`src/rtl/axi4_lite_pkg.sv`:
```
// Shared types and constants for the AXI4-Lite slave memory.
// Response codes, channel FSM state types and the fixed data/strobe widths.
package axi4_lite_pkg;

    localparam logic [1:0] RESP_OKAY   = 2'b00;
    localparam logic [1:0] RESP_SLVERR = 2'b10;

    localparam int unsigned DATA_W = 32;
    localparam int unsigned STRB_W = DATA_W / 8;

    typedef enum logic {
        W_IDLE = 1'b0,
        W_RESP = 1'b1
    } wr_state_t;

    typedef enum logic {
        R_IDLE = 1'b0,
        R_DATA = 1'b1
    } rd_state_t;

    function automatic logic [1:0] resp_for(input logic in_range);
        return in_range ? RESP_OKAY : RESP_SLVERR;
    endfunction

endpackage

```
`src/rtl/axi4_lite_slave_regfile.sv`:
```
// Word storage for the AXI4-Lite slave: one byte-strobe write port, one
// asynchronous read port, cleared asynchronously on reset.
module axi4_lite_slave_regfile
    import axi4_lite_pkg::*;
#(
    parameter  int unsigned DEPTH = 64,
    localparam int unsigned IDX_W = $clog2(DEPTH)
) (
    input  logic              i_clk,
    input  logic              i_rst_n,
    input  logic              i_we,
    input  logic [IDX_W-1:0]  i_waddr,
    input  logic [DATA_W-1:0] i_wdata,
    input  logic [STRB_W-1:0] i_wstrb,
    input  logic [IDX_W-1:0]  i_raddr,
    output logic [DATA_W-1:0] o_rdata
);

    logic [DATA_W-1:0] r_mem [DEPTH];

    always_ff @(posedge i_clk or negedge i_rst_n) begin
        if (!i_rst_n) begin
            for (int unsigned i = 0; i < DEPTH; i++) begin
                r_mem[i] <= '0;
            end
        end else if (i_we) begin
            for (int unsigned b = 0; b < STRB_W; b++) begin
                if (i_wstrb[b]) begin
                    r_mem[i_waddr][8*b +: 8] <= i_wdata[8*b +: 8];
                end
            end
        end
    end

    assign o_rdata = r_mem[i_raddr];

endmodule

```
`src/rtl/axi4_lite_slave_mem.sv`:
```
// AXI4-Lite slave memory: independent read and write channel FSMs sharing one
// word array, with range checking that turns out-of-range accesses into SLVERR.
module axi4_lite_slave_mem
    import axi4_lite_pkg::*;
#(
    parameter int unsigned ADDRESS    = 32,
    parameter int unsigned DATA_WIDTH = 32,
    parameter int unsigned DEPTH      = 64
) (
    input  logic                  ACLK,
    input  logic                  ARESETN,

    input  logic [ADDRESS-1:0]    S_ARADDR,
    input  logic                  S_ARVALID,
    output logic                  S_ARREADY,

    output logic [DATA_WIDTH-1:0] S_RDATA,
    output logic [1:0]            S_RRESP,
    output logic                  S_RVALID,
    input  logic                  S_RREADY,

    input  logic [ADDRESS-1:0]    S_AWADDR,
    input  logic                  S_AWVALID,
    output logic                  S_AWREADY,

    input  logic [DATA_WIDTH-1:0] S_WDATA,
    input  logic [3:0]            S_WSTRB,
    input  logic                  S_WVALID,
    output logic                  S_WREADY,

    output logic [1:0]            S_BRESP,
    output logic                  S_BVALID,
    input  logic                  S_BREADY
);

    localparam int unsigned        IDX_W      = $clog2(DEPTH);
    localparam logic [ADDRESS-1:0] ADDR_LIMIT = ADDRESS'(DEPTH * 4);

    // ---------------------------------------------------------------- write
    wr_state_t               r_wstate;
    logic                    r_aw_held;
    logic                    r_w_held;
    logic [ADDRESS-1:0]      r_awaddr;
    logic [DATA_WIDTH-1:0]   r_wdata;
    logic [3:0]              r_wstrb;
    logic [1:0]              r_bresp;

    logic                    w_awready;
    logic                    w_wready;
    logic                    w_aw_hs;
    logic                    w_w_hs;
    logic                    w_commit;
    logic [ADDRESS-1:0]      w_commit_addr;
    logic [DATA_WIDTH-1:0]   w_commit_data;
    logic [3:0]              w_commit_strb;
    logic                    w_wr_in_range;
    logic                    w_mem_we;

    assign w_awready = (r_wstate == W_IDLE) && !r_aw_held;
    assign w_wready  = (r_wstate == W_IDLE) && !r_w_held;
    assign w_aw_hs   = S_AWVALID && w_awready;
    assign w_w_hs    = S_WVALID && w_wready;

    // A handshake on the commit edge itself supplies its payload directly,
    // so AW and W in the same cycle commit without an extra capture cycle.
    assign w_commit_addr = r_aw_held ? r_awaddr : S_AWADDR;
    assign w_commit_data = r_w_held  ? r_wdata  : S_WDATA;
    assign w_commit_strb = r_w_held  ? r_wstrb  : S_WSTRB;
    assign w_commit      = (r_wstate == W_IDLE)
                         && (r_aw_held || w_aw_hs)
                         && (r_w_held  || w_w_hs);
    assign w_wr_in_range = w_commit_addr < ADDR_LIMIT;
    assign w_mem_we      = w_commit && w_wr_in_range;

    always_ff @(posedge ACLK or negedge ARESETN) begin
        if (!ARESETN) begin
            r_wstate  <= W_IDLE;
            r_aw_held <= 1'b0;
            r_w_held  <= 1'b0;
            r_awaddr  <= '0;
            r_wdata   <= '0;
            r_wstrb   <= '0;
            r_bresp   <= RESP_OKAY;
        end else begin
            unique case (r_wstate)
                W_IDLE: begin
                    if (w_commit) begin
                        r_wstate  <= W_RESP;
                        r_aw_held <= 1'b0;
                        r_w_held  <= 1'b0;
                        r_bresp   <= resp_for(w_wr_in_range);
                    end else begin
                        if (w_aw_hs) begin
                            r_aw_held <= 1'b1;
                            r_awaddr  <= S_AWADDR;
                        end
                        if (w_w_hs) begin
                            r_w_held <= 1'b1;
                            r_wdata  <= S_WDATA;
                            r_wstrb  <= S_WSTRB;
                        end
                    end
                end
                W_RESP: begin
                    if (S_BREADY) begin
                        r_wstate <= W_IDLE;
                    end
                end
                default: r_wstate <= W_IDLE;
            endcase
        end
    end

    assign S_AWREADY = w_awready;
    assign S_WREADY  = w_wready;
    assign S_BVALID  = (r_wstate == W_RESP);
    assign S_BRESP   = r_bresp;

    // ----------------------------------------------------------------- read
    rd_state_t               r_rstate;
    logic [DATA_WIDTH-1:0]   r_rdata;
    logic [1:0]              r_rresp;

    logic                    w_arready;
    logic                    w_ar_hs;
    logic                    w_rd_in_range;
    logic [DATA_WIDTH-1:0]   w_mem_rdata;

    assign w_arready     = (r_rstate == R_IDLE);
    assign w_ar_hs       = S_ARVALID && w_arready;
    assign w_rd_in_range = S_ARADDR < ADDR_LIMIT;

    // The array is sampled before any same-edge commit lands, so a
    // concurrent read of the word being written returns the old value.
    always_ff @(posedge ACLK or negedge ARESETN) begin
        if (!ARESETN) begin
            r_rstate <= R_IDLE;
            r_rdata  <= '0;
            r_rresp  <= RESP_OKAY;
        end else begin
            unique case (r_rstate)
                R_IDLE: begin
                    if (w_ar_hs) begin
                        r_rstate <= R_DATA;
                        r_rdata  <= w_rd_in_range ? w_mem_rdata : '0;
                        r_rresp  <= resp_for(w_rd_in_range);
                    end
                end
                R_DATA: begin
                    if (S_RREADY) begin
                        r_rstate <= R_IDLE;
                    end
                end
                default: r_rstate <= R_IDLE;
            endcase
        end
    end

    assign S_ARREADY = w_arready;
    assign S_RVALID  = (r_rstate == R_DATA);
    assign S_RDATA   = r_rdata;
    assign S_RRESP   = r_rresp;

    // -------------------------------------------------------------- storage
    axi4_lite_slave_regfile #(
        .DEPTH (DEPTH)
    ) u_regfile (
        .i_clk   (ACLK),
        .i_rst_n (ARESETN),
        .i_we    (w_mem_we),
        .i_waddr (w_commit_addr[2 +: IDX_W]),
        .i_wdata (w_commit_data),
        .i_wstrb (w_commit_strb),
        .i_raddr (S_ARADDR[2 +: IDX_W]),
        .o_rdata (w_mem_rdata)
    );

endmodule

```
`config.mk`:
```
export PLATFORM = sky130hd
export DESIGN_NAME = axi4_lite_slave_mem
export DESIGN_NICKNAME = d
export VERILOG_FILES = /design/src/rtl/axi4_lite_pkg.sv /design/src/rtl/axi4_lite_slave_regfile.sv /design/src/rtl/axi4_lite_slave_mem.sv
export SDC_FILE = /design/constraint.sdc
export NUM_CORES = 2
export LEC_CHECK = 0
export BUFFER_PORTS_ARGS = -buffer_cell sky130_fd_sc_hd__buf_2
export CAP_MARGIN = 20
export CELL_PAD_IN_SITES_DETAIL_PLACEMENT = 0
export CELL_PAD_IN_SITES_GLOBAL_PLACEMENT = 1
export CORE_ASPECT_RATIO = 0.9
export CORE_MARGIN = 1
export CORE_UTILIZATION = 40
export CTS_CLUSTER_SIZE = 24
export DETAILED_ROUTE_END_ITERATION = 8
export PLACE_DENSITY = 0.62
export SETUP_SLACK_MARGIN = 0.15
export SYNTH_ARGS = -nofsm -noshare
export SYNTH_HDL_FRONTEND = slang
export SYNTH_SLANG_ARGS = --single-unit
```
`constraint.sdc`:
```
create_clock -name ACLK -period 5.4 [get_ports ACLK]
set_clock_uncertainty 0.05 [all_clocks]
set_input_delay 1.08 -clock ACLK [delete_from_list [all_inputs] [get_ports ACLK]]
set_output_delay 1.08 -clock ACLK [all_outputs]
set_load 0.02 [all_outputs]
```
# Yosys cells after proc, flatten, opt, wreduce, memory -nomap -nowiden
# Index checks and enable logic that the tools add are counted.
# op_classes
n_addsub	0
div_mod_pow	0
order_cmp	5
muxes	38
n_reduce_logical	21
eq_ne	0
mul	0
shift	0
n_bitwise	5
# ops
cell	n
2048-bit two-way mux	7
2048-bit bitwise mux	4
32-bit demux with 6-bit select	4
32-bit binary-select mux with 6-bit select	1
32-bit two-way mux	6
32-bit by 9-bit < comparator with 1-bit output, second input constant	2
24-bit two-way mux	1
16-bit two-way mux	1
7-bit greater-or-equal comparator, second input constant	2
6-bit NOT with 7-bit output	2
1-bit logical AND	9
1-bit two-way mux	8
8-bit two-way mux	1
2-bit AND reduction	4
7-bit by 1-bit < comparator with 1-bit output, second input constant	1
3-bit AND reduction	2
2-bit two-way mux	2
4-bit two-way mux	1
1-bit case mux with 2 select lines	2
2-bit nonzero test	2
1-bit NOT	3
1-bit logical NOT	2
1-bit logical OR	2
# word_totals
latchBits	0
mem_bits_rw	0
mem_count	0
regBits	2156
mem_bits_ro	0
inputBits	107
word_cells	143
output_inout_bits	41

# Logic depth before layout (Yosys ltp)
# logic_depth
word_depth	17
ltp_mapped	12
ltp_nobuf	6

# Cells and area by module
# From an unflattened synthesis, not the netlist that was laid out.
# unflattened
cells_unflattened	6237
area_unflattened_um2	97903.9
# by_module_without_submodules
module	cells_per_inst	seq_area_each_um2	instances	area_each_um2
axi4_lite_slave_regfile	5920	51249.2	1	93353.3
axi4_lite_slave_mem	317	2602.5	1	4550.6

# Least setup slack after synthesis
# OpenSTA, ideal clock, no wires.
# synth_path
path_kind	in2reg
start	in S_ARADDR[2]
end	reg r_rdata[10], in the netlist S_RDATA[10]
arrival_time_ns	3.074
cell_stages	9
slack_ns	2.150
n_path_buf	4
required_ns	5.224
path_cell_list	buf_2 -> buf_4 -> buf_2 -> buf_2 -> mux4_2 -> a22oi_1 -> a21oi_1 -> a211oi_1 -> o21ai_0
# synth_between
elab_chain_cells	5
# synth_lines
element	line	text
start: declaration	axi4_lite_slave_mem.sv:13	input logic [ADDRESS-1:0] S_ARADDR,
6-bit NOT with 7-bit output (not written as such)	axi4_lite_slave_regfile.sv:35	assign o_rdata = r_mem[i_raddr];
32-bit binary-select mux with 6-bit select	axi4_lite_slave_regfile.sv:35	
32-bit two-way mux (not written as such) (2 in series)	axi4_lite_slave_regfile.sv:35	
32-bit two-way mux *	axi4_lite_slave_mem.sv:145	r_rdata <= w_rd_in_range ? w_mem_rdata : '0;
end signal: assignment	axi4_lite_slave_mem.sv:145	
end: declaration	axi4_lite_slave_mem.sv:121	logic [DATA_WIDTH-1:0] r_rdata;
# Every way passes the cells marked *; elsewhere a longest branch is shown, timed or not. The select of a mux whose other input is x is not followed.
# A chain may end at the register's enable or synchronous reset.

# Worst setup path after layout
# layout_path
start	reg r_aw_held
end	reg u_regfile.r_mem[2035] (netlist name)
# layout_between
elab_chain_cells	14
# layout_lines
element	line	text
start: declaration	axi4_lite_slave_mem.sv:41	logic r_aw_held;
start signal: assignment	axi4_lite_slave_mem.sv:78	r_aw_held <= 1'b0;
start signal: assignment	axi4_lite_slave_mem.sv:89	r_aw_held <= 1'b0;
start signal: assignment	axi4_lite_slave_mem.sv:94	r_aw_held <= 1'b1;
branches (longest 14 deep; another with 7-bit greater-or-equal comparator)	n/a	
end signal: indexed assignment	axi4_lite_slave_regfile.sv:29	r_mem[i_waddr][8*b +: 8] <= i_wdata[8*b +: 8];
end: declaration	axi4_lite_slave_regfile.sv:19	logic [DATA_W-1:0] r_mem [DEPTH];
# Several ways; the timed one is not identified. The select of a mux whose other input is x is not followed.

==> metrics.md <==
| Metric | Value |
|---|---|
| Status | complete, no violations |
| ANT nets after route | 0 |
| PortBufs | 141 |
| Peak VDD IR | 0.491 mV |
| Final Cycle Share | 72.9% |
| Pleak | 58.0 nW |
| Layout Nets | 6798 |
| Rows | 173 |
| Post-synth cell types | 61 |
| Crit Path Category | flip-flop to flip-flop |
| Synth warn | 0 |
| Hpwl dp | 198 mm |
| Total CTS buffers | 234 |
| DR iter-0 viols | 3888 |
| Synth area leaders | dfrtp_1 (54%), mux2_2 (24%), mux4_2 (9.3%) |
| Mean post-synth cell area | 15.4 um2 |
| #FFs+latches synth | 2152 |
| R2r setup slk | 1460 ps |
| Total Wirelength | 302 mm |
| Max-cap violations | 0 |
| GRT overflow | 0 |
| Area Overhead vs Synth | 13.0% |
| P per Cell Area | 334 nW/um2 |
| Worst-Skew Late Latency | 920 ps |
| CTS tree | done |
| FFs w/ async S/R, synth | 100% |
| Max_slew headroom | 22.6% |
| FF+latch area | 53900 um2 |
| Worst setup SP type | flip-flop |
| Wire length per cell | 29.6 um |
| FMAX | 254 MHz |
| CTS Sinks | 2152 |
| Data required time of the critical path | 6100 ps |
| Worst Setup SP | r_aw_held$_DFFE_PN0P_ |
| Adder-Cell Fraction of Synth Area | 0% |
| Crit path capture type | flip-flop |
| Vias | 58300 |
| Dominant cell type by area after synthesis | dfrtp_1 |
| Fin crit period | 3940 ps |
| RR Startpoint | r_aw_held$_DFFE_PN0P_ |
| Critical path fanouts, max | 28 |
| Initial core utilization | 40.4% |
| Largest family of logic cells by synthesized area | multiplexers |
| First-pass GRT wire length | 443 mm |
| Post-synth EDFFs | 0 |
| Number of global-route vias before repair | 61100 |
| Post-Syn Instances | 6500 |
| Sequential fraction of the synthesis area | 53.9% |
| WP data arrival | 4640 ps |
| Fin Hold WS | 149 ps |
| CTS Hold Bufs | 0 |
| Post-CTS setup buffer count | 0 |
| RSZ-0062 raised after global routing | no |
| Reg2reg path depth | 6 |
| Top Ports | 148 |
| Resized cells post-CTS | 0 |
| Root Buffer | clkbuf_16 |
| Largest net degree at the start of global routing | 137 |
| Die Y | 476 um |
| Die X | 529 um |
| First-pass iteration count of the detailed router | 5 |
| Top cell type's share of synthesized area | 53.9% |
| Die ar. | 252000 um2 |
| Reg clk slew, reported paths | 60 ps |
| Slew Viols, Final | 0 |
| Final setup viols | 0 |
| Actual slew at the worst max-slew pin | 1160 ps |
| Share of layout cells above drive strength 1 | 52.9% |
| # H-tree levels | 4 |
| Final hold violation count | 0 |
| Via/cell ratio | 5.72 |
| Fin worst setup slack | 1460 ps |
| Max Root-Sink Buffers | 4 |
| Drt drc | 0 |
| Synth Area in Compound Gates | 2.94% |
| Total negative slack | 0 ps |
| Worst min path class | input pin to async pin |
| Post-place setup slack | 1160 ps |
| Post-synthesis mux area share | 36.5% |
| Core area | 247000 um2 |
| Top FF cell, synth | dfrtp_1 |
| Synthesized area | 99800 um2 |
| Most frequent cells in the layout | mux2_2 (2180), dfrtp_1 (2151), mux4_2 (414), mux2i_1 (247) |
| Total Routing Usage GR | 24.2% |
| R2R Path End | u_regfile.r_mem[2035]$_DFFE_PN0P_ |
| Area of the multi-input gates | 43900 um2 |
| Antenna violations before repair | 10 |
| GPL Wtd Cong | 0.840 |
| Post-Synth Simple-Gate Area | 4.36% |
| Synth Area in XOR/XNOR | 0% |
| Fillers | 21800 |
| Commonest non-fill, non-tap cell in the layout | mux2_2 |
## worst max path at each step
stage | slack, ps | to
2_1_floorplan | 2150 | S_RDATA[10]$_DFFE_PN0P_
3_3_place_gp | 1200 | S_RDATA[11]$_DFFE_PN0P_
3_5_place_dp | 1160 | S_RDATA[11]$_DFFE_PN0P_
4_1_cts | 1420 | u_regfile.r_mem[674]$_DFFE_PN0P_
5_1_grt | 1320 | u_regfile.r_mem[2038]$_DFFE_PN0P_
6_report | 1460 | u_regfile.r_mem[2035]$_DFFE_PN0P_
## where the power goes
part | internal [mW] | switching (mW)
combinational | 1.06 | 3.86
clock | 9.61 | 6.65
sequential | 16.4 | 0.155
## cells in the mapped netlist, types with 8 or more instances
library cell and count:
dfrtp_1 2152, nor2_2 16, buf_4 44, o22ai_1 17, mux2_2 2155, a221o_1 13
o211ai_1 15, mux2i_1 247, a221oi_1 58, a22oi_1 39, nand2_4 234, buf_1 25
a21oi_1 108, o21ai_0 95, inv_1 8, buf_6 9, nor3_1 10, a2bb2oi_1 30
nand2_1 136, mux2_1 32, nor4_1 13, buf_2 49, nand3_1 67, clkbuf_1 289
o221ai_1 12, nor2_1 101, buf_8 23, mux4_2 414
## worst max-delay path, cell delays in order, from the launching register on
cell and delay [ps]:
dfrtp_1 880, or4b_1 560, nor4_4 580, o211a_4 650, buf_12 380, nand2_4 230
mux2_2 330
## area by class of cell
| type | instances | share of cell area, % |
|---|---|---|
| Inverter | 10 | 0.0377 |
| Multi-Input combinational cell | 3899 | 38.9 |
| Clock inverter | 52 | 0.656 |
| Sequential cell | 2152 | 47.8 |
| Antenna cell | 4 | 0.00888 |
| Timing Repair Buffer | 394 | 2.79 |
| Clock buffer | 356 | 6.17 |
| Tap cell | 3325 | 3.69 |
## registers in the layout, indices dropped and copies added, names as in the netlist
signal,flops
r_wstrb,4
S_RDATA,32
S_BVALID,1
r_awaddr,30
u_regfile.r_mem,2048
r_w_held,1
S_BRESP,1
S_RVALID,1
S_RRESP,1
r_wdata,32
r_aw_held,1
## through the flow
step | cells | utilization, % | total power, mW | cell area, um2
after floorplan | 6501 | - | 19.4 | 99800
after global placement | 9779 | 42.5 | 21.7 | 105000
after detailed placement | 9779 | 42.5 | 21.9 | 105000
after CTS | 10200 | 45.6 | 38.2 | 113000
after global routing | 10200 | 45.6 | 39.1 | 113000
final | 10200 | 45.6 | 37.7 | 113000
## cell families after synthesis
| family | after synthesis |
|---|---|
| multiplexers | 2848 |
| flip-flops | 2152 |
| AO/OA/AOI/OAI | 435 |
| buffers and inverters | 450 |
| AND/OR/NAND/NOR | 614 |
| other | 1 |
## metal layers
metal  routed length (um)  track usage, %
met5                   11               0
met4                 7920            6.19
met3                13700            3.27
met2               138000            37.7
met1               142000            35.6
Note: power is estimated with default switching activity, not from simulation.
